**src/rtl/log_merge_pkg.sv**
```systemverilog
// Shared types and header field layout for the log merge scheduler.
// Header word: {zero pad, delta, bitmap} with the bitmap in the low bits.
package log_merge_pkg;

   typedef enum logic [1:0] {
      IDLE = 2'd0,
      HDR  = 2'd1,
      DATA = 2'd2
   } state_t;

   localparam int BITMAP_LSB = 0;

   // The delta field sits directly above the NCH-bit bitmap.
   function automatic int delta_lsb(input int nch);
      return nch;
   endfunction

endpackage

```
**src/rtl/log_merge_scheduler_lsb_index_find.sv**
```systemverilog
// Lowest-set-bit finder: returns the index of the lowest set bit of mask
// and whether any bit was set at all.
module lsb_index_find
   import log_merge_pkg::*;
#(
   parameter int NCH = 4,
   parameter int IW  = (NCH > 1) ? $clog2(NCH) : 1
) (
   input  logic [NCH-1:0] mask,
   output logic [IW-1:0]  index,
   output logic           found
);

   // Scan from the top down so the lowest set bit is the last one to win.
   always_comb begin
      index = '0;
      found = 1'b0;
      for (int i = NCH - 1; i >= 0; i--) begin
         index = mask[i] ? IW'(i) : index;
         found = found | mask[i];
      end
   end

endmodule

```
**src/rtl/log_merge_scheduler.sv**
```systemverilog
// Merges NCH logging channels into one packetised stream: a header beat
// carrying the time delta and channel bitmap, followed by each captured payload.
module log_merge_scheduler
   import log_merge_pkg::*;
#(
   parameter int NCH        = 4,
   parameter int DATA_WIDTH = 32,
   parameter int TS_WIDTH   = 16
) (
   input  logic                      clk,
   input  logic                      rstn,
   input  logic [NCH-1:0]            in_valid,
   output logic [NCH-1:0]            in_ready,
   input  logic [NCH*DATA_WIDTH-1:0] in_data,
   output logic                      out_valid,
   input  logic                      out_ready,
   output logic [DATA_WIDTH-1:0]     out_data,
   output logic                      out_last
);

   localparam int IW        = (NCH > 1) ? $clog2(NCH) : 1;
   localparam int DELTA_LSB = delta_lsb(NCH);

   state_t                state_r;
   logic [TS_WIDTH-1:0]   cnt_r;
   logic [NCH-1:0]        bitmap_r;
   logic [IW-1:0]         idx_r;
   logic [DATA_WIDTH-1:0] payload_r [NCH];
   logic                  out_valid_r;
   logic [DATA_WIDTH-1:0] out_data_r;
   logic                  out_last_r;

   logic                  cnt_sat_s;
   logic                  capture_s;
   logic [DATA_WIDTH-1:0] hdr_word_s;
   logic [NCH-1:0]        next_mask_s;
   logic [NCH-1:0]        last_mask_s;
   logic [IW-1:0]         first_idx_s;
   logic                  first_found_s;
   logic [IW-1:0]         next_idx_s;
   logic                  next_found_s;
   logic [IW-1:0]         new_idx_s;
   logic                  new_last_s;

   lsb_index_find #(.NCH(NCH), .IW(IW)) u_first_find (
      .mask  (bitmap_r),
      .index (first_idx_s),
      .found (first_found_s)
   );

   lsb_index_find #(.NCH(NCH), .IW(IW)) u_next_find (
      .mask  (next_mask_s),
      .index (next_idx_s),
      .found (next_found_s)
   );

   // Capture decision and header word assembled from the live inputs.
   always_comb begin
      cnt_sat_s  = &cnt_r;
      capture_s  = 1'b0;
      hdr_word_s = '0;
      hdr_word_s[DELTA_LSB +: TS_WIDTH] = cnt_r;
      hdr_word_s[BITMAP_LSB +: NCH]     = in_valid;
      if (state_r == IDLE) begin
         capture_s = (|in_valid) | cnt_sat_s;
      end else begin
         capture_s = 1'b0;
      end
   end

   // Index bookkeeping: the beat about to be presented and whether it ends the packet.
   always_comb begin
      next_mask_s = '0;
      last_mask_s = '0;
      if (state_r == HDR) begin
         new_idx_s = first_idx_s;
      end else begin
         new_idx_s = next_idx_s;
      end
      for (int i = 0; i < NCH; i++) begin
         next_mask_s[i] = bitmap_r[i] && (IW'(i) > idx_r);
         last_mask_s[i] = bitmap_r[i] && (IW'(i) > new_idx_s);
      end
      new_last_s = ~|last_mask_s;
   end

   // Channels are accepted only while idle, and never while reset is held.
   always_comb begin
      if (rstn && (state_r == IDLE)) begin
         in_ready = in_valid;
      end else begin
         in_ready = '0;
      end
   end

   // Payload capture; holds data only, so it carries no reset.
   always_ff @(posedge clk) begin
      for (int i = 0; i < NCH; i++) begin
         if (capture_s && in_valid[i]) begin
            payload_r[i] <= in_data[i*DATA_WIDTH +: DATA_WIDTH];
         end
      end
   end

   // Control FSM, delta counter and registered output beat.
   always_ff @(posedge clk) begin
      if (!rstn) begin
         state_r     <= IDLE;
         cnt_r       <= '0;
         bitmap_r    <= '0;
         idx_r       <= '0;
         out_valid_r <= 1'b0;
         out_data_r  <= '0;
         out_last_r  <= 1'b0;
      end else begin
         if (capture_s) begin
            cnt_r <= TS_WIDTH'(1);
         end else if (!cnt_sat_s) begin
            cnt_r <= cnt_r + TS_WIDTH'(1);
         end
         case (state_r)
            IDLE: begin
               if (capture_s) begin
                  state_r     <= HDR;
                  bitmap_r    <= in_valid;
                  out_valid_r <= 1'b1;
                  out_data_r  <= hdr_word_s;
                  out_last_r  <= ~|in_valid;
               end
            end
            HDR: begin
               if (out_ready) begin
                  if (!first_found_s) begin
                     state_r     <= IDLE;
                     out_valid_r <= 1'b0;
                     out_last_r  <= 1'b0;
                  end else begin
                     state_r    <= DATA;
                     idx_r      <= new_idx_s;
                     out_data_r <= payload_r[new_idx_s];
                     out_last_r <= new_last_s;
                  end
               end
            end
            DATA: begin
               if (out_ready) begin
                  if (!next_found_s) begin
                     state_r     <= IDLE;
                     out_valid_r <= 1'b0;
                     out_last_r  <= 1'b0;
                  end else begin
                     idx_r      <= new_idx_s;
                     out_data_r <= payload_r[new_idx_s];
                     out_last_r <= new_last_s;
                  end
               end
            end
            default: begin
               state_r     <= IDLE;
               out_valid_r <= 1'b0;
               out_last_r  <= 1'b0;
            end
         endcase
      end
   end

   assign out_valid = out_valid_r;
   assign out_data  = out_data_r;
   assign out_last  = out_last_r;

endmodule

```
**config.mk**
```make
export PLATFORM = sky130hd
export DESIGN_NAME = log_merge_scheduler
export DESIGN_NICKNAME = d
export VERILOG_FILES = /design/src/rtl/log_merge_pkg.sv /design/src/rtl/log_merge_scheduler_lsb_index_find.sv /design/src/rtl/log_merge_scheduler.sv
export SDC_FILE = /design/constraint.sdc
export NUM_CORES = 1
export LEC_CHECK = 0
export ABC_CLOCK_PERIOD_IN_PS = 6300
export CAP_MARGIN = 10
export CORE_MARGIN = 3
export CORE_UTILIZATION = 47
export DETAILED_ROUTE_END_ITERATION = 7
export DONT_BUFFER_PORTS = 1
export SETUP_SLACK_MARGIN = 0.2
export SLEW_MARGIN = 20
export SYNTH_ARGS = -nofsm -noshare
export SYNTH_HDL_FRONTEND = slang
export SYNTH_SLANG_ARGS = --single-unit
```
**constraint.sdc**
```tcl
create_clock -name clk -period 6.3 [get_ports clk]
set_input_delay 1.575 -clock clk [delete_from_list [all_inputs] [get_ports clk]]
set_output_delay 1.575 -clock clk [all_outputs]
set_load 0.03 [all_outputs]
```
==> results of run 1 <==
## worst register-to-register path: cells and delay by family, from the launching register on
kind | cells | cell delay, ns
AO/OA/AOI/OAI | 4 | 0.91
adder cells (fa/ha/maj) | 1 | 0.30
buffers and inverters | 2 | 0.68
flip-flops | 1 | 0.37
multiplexers | 1 | 0.42
AND/OR/NAND/NOR | 1 | 0.38
## sequential cells by signal (all words and copies together) (netlist names)
name       flops
cnt_r         16
out_last       1
out_valid      1
payload_r    128
state_r        2
idx_r          2
out_data      32
bitmap_r       4
## how the worst max path moves through the flow
| stage | cells after the start | start | endpoint |
|---|---|---|---|
| floorplan | 2 | rstn | in_ready[0] |
| global placement | 1 | rstn | in_ready[0] |
| detailed placement | 1 | rstn | in_ready[0] |
| CTS | 1 | rstn | in_ready[0] |
| global route | 1 | rstn | in_ready[0] |
| finish | 1 | rstn | in_ready[0] |
## Yosys cell counts (7+ instances only)
cell / count
a21oi_1: 65
a21o_1: 12
and3_1: 7
dfxtp_1: 58
xnor2_1: 12
mux2i_1: 16
inv_1: 27
o21ai_0: 9
a22o_1: 20
clkbuf_1: 24
edfxtp_1: 128
and2_1: 8
nor2_1: 24
o221ai_1: 20
nand2_1: 85
a221oi_2: 10
## layer usage
metal | global-route usage [%] | part of all wire, % | up-vias
li1 | - | - | 2167
met1 | 26.8 | 42 | 2340
met2 | 34.5 | 49 | 179
met3 | 8.35 | 8.0 | 17
met4 | 4.67 | 0.96 | 6
met5 | 0 | 0.22 | -
## layout make-up
cell class                 count  area (um2)
antenna                        2        5.00
clock buffer                  22         454
clock inverter                10        86.3
fill                        1327        7090
inverter                      28         105
multi-input combinational    345        2240
sequential                   186        5000
tap                          211         264
timing repair buffer           5        57.6
## stage by stage
stage	hold WS [ns]	power (W)	util (%)	instance area (um2)	worst slack (ns)
6_report	0.530	0.00363	53.7	8220	2.81
5_1_grt	0.570	0.00380	53.7	8220	2.79
4_1_cts	0.532	0.00365	53.6	8210	2.80
3_5_place_dp	0.515	0.00268	50.1	7670	2.80
3_3_place_gp	0.504	0.00264	49.9	7640	2.80
2_1_floorplan	0.479	0.00237	-	7410	2.55
## report_power, final
part           switching (W)  internal (W)  total [W]
logic               0.000607      0.000285   0.000892
clock network       0.000456      0.000525   0.000981
registers           0.000224       0.00153    0.00176
## kinds of logic (layout without fill, tap and decap cells)
logic type	count (synthesis)	count (layout)	synth area share [%]
DFF	186	186	67.5
AOI/OAI and AO/OA	158	158	15.6
and+or+nand+nor	154	154	9.32
buffers and inverters	60	65	3.17
adders and majority gates	5	5	0.844
other	0	2	0
xor gates and xnor gates	12	12	1.42
muxes	16	16	2.16
==> results.yml, run 1 <==
status:
  status: "completed"
global_route:
  grt.overflow.total: 0
  grt_util_all_layers_pct: 21.1
  grt_antenna_before_repair: 5
  grt_max_degree: 59
  grt_pass1_vias: 4725
  grt_pass1_wl_mm: 27.8
floorplan:
  start_util_pct: 48.4
  chipWidth_um: 132
  fp.dieH_um: 132
  ioPinCount: 173
  core_um2: 15300
  row_count: 45
  die-area_um2: 17300
worst_setup_path:
  path_max_fanout: 13
  reg2reg_setup_slack_ns: 3.14
  cpPeakStageDelay_ns: 0.34
  path_class: "primary input to output pin"
  crit_path_start_kind: "primary input"
  critPathArrivalTime_ns: 1.92
  reg2reg_depth: 9
  cp_slowest_cell: "and3_1"
  worstSetupEndpointType: "output pin"
  crit_required_ns: 4.72
  regToRegStartpoint: "state_r[1]"
  worst-path-buf-inv: 0
  worstPathCellList: "and3_1"
  r2r-end: "out_data[28]"
  crit_family: "simple AND/OR/NAND/NOR gates"
logic_synthesis:
  synth_edf_count: 128
  synth_flop_cell: "edfxtp_1"
  yosys_warnings: 0
  synth_nets: 731
  avgSynthCellArea_um2: 12.5
  syn-cell-area_um2: 7410
  synth_top_area_share_pct: 51.9
  synth_area_leader_cell: "edfxtp_1"
  synth_cell_types: 47
  async_flop_share_pct: 0
  synthTopCellsByArea: "edfxtp_1 52%, dfxtp_1 16%, a21oi_1 4.4%"
  ys_seq_area_share_pct: 67.5
  syn_inst: 591
  synth_seq_cells: 186
sta:
  tns_ns: 0
  fmax_ghz: 0.286
  worst_pin_slew_ns: 1.04
  finalHoldViolations: 0
  rsz0062_at_grt: "false"
  max-slew-margin-rel_pct: 30.5
  setup_viol: 0
  finClkSkew_ns: 0.0101
  min_period_over_period_pct: 55.5
  period_minus_slack_ns: 3.49
  maxSlewViolCount: 0
cells_and_area:
  final_cell_mix: "128 x edfxtp_1, 85 x nand2_1, 65 x a21oi_1"
  area_growth_pct: 10.9
  nets: 723
  final_cells: 809
  drive_gt1_share_pct: 9.73
  final_common_cell: "edfxtp_1"
routing:
  detail_route.wl_per_cell_um: 22.9
  firstDrtPassIters: 4
  drc: 0
  dr_total_vias: 4709
  drt_iter0_drc: 371
  drtAntennaViolNets: 0
  routed_wl_mm: 18.5
  viasPerCell: 5.82
clock_tree:
  cts_tree: "built"
  cts_setup_buffers: 0
  clock-sinks: 186
  numCtsBuffers: 17
  clock_latency_ns: 0.42
  cts_hold_buf: 0
  cts_root_buf: "clkbuf_16"
  clk_pin_slew_worst_paths_ns: 0.06
  clk_path_buf_depth: 2
  post_cts_resized: 0
  htreeDepth: 4
power_and_ir_drop:
  ir_worst_vdd_mv: 0.269
  p_leak_nw: 2.94
  p_per_area_nw_per_um2: 441
placement:
  hpwl_mm: 12.0
  gp_congestion: 0.818
  dp.cells: 775
  io_buffers: 0
hold_path:
  hold_class: "flip-flop to flip-flop"
  holdCritStartpoint: "cnt_r[14]"
  hold_depth: 2
  hold_path_end: "cnt_r[14]"
run:
  drv_cap: 0
Note: power is estimated with default switching activity, not from simulation.
==> run 2: changes to the inputs <==
- ABC_CLOCK_PERIOD_IN_PS: 6300 -> 3400
- clock period: 6.3 -> 3.4 ns (I/O delays scaled with it)
==> run 2 against run 1 <==
Via count grew 0.21%. Sequential cell count unchanged. Combinational power rose by 86%. Register-to-register slack worse by 2.6 ns. Die area unchanged. Final cell count grew 0.25%. Clock skew increased by 0.0021 ns. Routed wire length is 1.2% lower. Global-route usage grew 0.42 points.
==> results.yml, run 2 (synthesized netlist as in run 1, its figures left out) <==
cells_and_area:
  final_common_cell: "edfxtp_1"
  fillers: 1267
  num_antenna_cells: 0
  multi_input_area_um2: 2240
  largest_register_ffs: 128
  final_cell_mix: "128 x edfxtp_1, 85 x nand2_1, 65 x a21oi_1"
  nets: 727
  largest_register: "payload_r"
  drive_gt1_share_pct: 10.5
  area_growth_pct: 11.4
  seq_area_um2: 5000
sta:
  setup_viol: 0
  rsz0062_at_grt: "false"
  min_period_over_period_pct: 83.1
  fmax_ghz: 0.354
  finClkSkew_ns: 0.0122
  worst_pin_slew_ns: 1.07
  tns_ns: 0
  max-slew-margin-rel_pct: 28.7
  period_minus_slack_ns: 2.83
  finalHoldViolations: 0
  maxSlewViolCount: 0
worst_setup_path:
  crit_required_ns: 3.78
  path_class: "flip-flop to flip-flop"
  critPathArrivalTime_ns: 3.20
  reg2reg_setup_slack_ns: 0.57
  worstSetupEndpointType: "flip-flop"
  r2r-end: "out_data[25]"
  regToRegStartpoint: "bitmap_r[3]"
  reg2reg_depth: 7
  crit_path_start_kind: "flip-flop"
  path_max_fanout: 20
placement:
  gp_congestion: 0.832
  hpwl_mm: 12.4
  io_buffers: 0
clock_tree:
  numCtsBuffers: 17
  post_cts_resized: 0
  clk_path_buf_depth: 2
  cts_tree: "built"
  cts_hold_buf: 0
  clk_pin_slew_worst_paths_ns: 0.07
  clock-sinks: 186
  clock_latency_ns: 0.44
  htreeDepth: 4
  cts_root_buf: "clkbuf_16"
  cts_setup_buffers: 0
power_and_ir_drop:
  p_per_area_nw_per_um2: 826
  p_leak_nw: 2.98
  finalPower_w: 0.00683
  ir_worst_vdd_mv: 0.499
hold_path:
  hold_path_end: "payload_r[0][25]"
  hold_depth: 0
  holdCritStartpoint: "in_data[25]"
  hold_class: "primary input to flip-flop"
global_route:
  grt_antenna_before_repair: 2
  grt_pass1_wl_mm: 28.1
  grt_use_met3_pct: 8.15
  use_met1_pct: 28.2
  use_met2_pct: 33.3
  grt_max_degree: 66
  grt.overflow.total: 0
  grt_pass1_vias: 4756
  gr-max-usage-layer: "met2"
  grt_util_all_layers_pct: 21.6
routing:
  dr_total_vias: 4719
  drc: 0
  routed_wl_mm: 18.3
  firstDrtPassIters: 5
  drtAntennaViolNets: 0
  viasPerCell: 5.82
  drt_iter0_drc: 370
  detail_route.wl_per_cell_um: 22.5
floorplan:
  die-area_um2: 17300
  core_um2: 15300
  start_util_pct: 48.4
  chipWidth_um: 132
  fp.dieH_um: 132
  ioPinCount: 173
  row_count: 45
status:
  status: "completed"
run:
  drv_cap: 0
[run 2: cell types whose count changed in the layout (fill, tap and decap cells not counted), moves of 2 or more]
cell	before	now
buf_4	4	8
clkbuf_1	4	0
clkinv_1	1	4
clkinv_2	0	2
clkinvlp_4	2	0
diode_2	2	0
[run 2: report_power, final]
group | switching [W] | internal, W | leakage [nW]
clock network | 0.000884 | 0.00102 | 0.281
logic | 0.00111 | 0.000545 | 1.01
registers | 0.000421 | 0.00284 | 1.69
total | 0.00242 | 0.00441 | 2.98
[run 2: cell type report]
type	count	share of cell area [%]
inverters	28	1.27
well taps	211	3.20
clock buffers	17	5.15
flip-flops and latches	186	60.6
clock inverters	15	1.73
multi-input cells	345	27.1
repair buffers	9	0.970
[run 2: metal layers]
layer  routed length (um)  share of wire, %
met3                 1530               8.4
met2                 8490                46
met1                 7980                44
met5                   13             0.071
met4                  270               1.5
[run 2: worst max-delay path, cell delays in order, from the launching register on]
cell and delay [ns]:
dfxtp_1 0.53, nor2_1 0.17, a221o_1 0.42, a221oi_4 0.52, o2111ai_4 0.41, buf_4 0.36, a221oi_2 0.23, a21o_1 0.12
[run 2: worst max-delay path by stage]
stage	start	end	depth (start not counted)
after detailed placement	bitmap_r[3]	out_data[25]	7
after floorplan	rstn	in_ready[0]	2
final	bitmap_r[3]	out_data[25]	7
after global placement	bitmap_r[3]	out_data[21]	7
after global routing	state_r[1]	out_data[15]	9
after CTS	bitmap_r[3]	out_data[25]	7
[run 2: per-stage QoR]
stage | hold slack, ns | utilization, % | cell area [um2] | setup WS, ns | std cells
3_5_place_dp | 0.526 | 50.2 | 7690 | 0.609 | 779
3_3_place_gp | 0.506 | 50.2 | 7690 | 0.771 | 779
2_1_floorplan | 0.479 | - | 7410 | 1.10 | 591
6_report | 0.499 | 53.9 | 8260 | 0.573 | 811
5_1_grt | 0.483 | 53.9 | 8260 | 0.442 | 811
4_1_cts | 0.487 | 53.9 | 8260 | 0.598 | 811
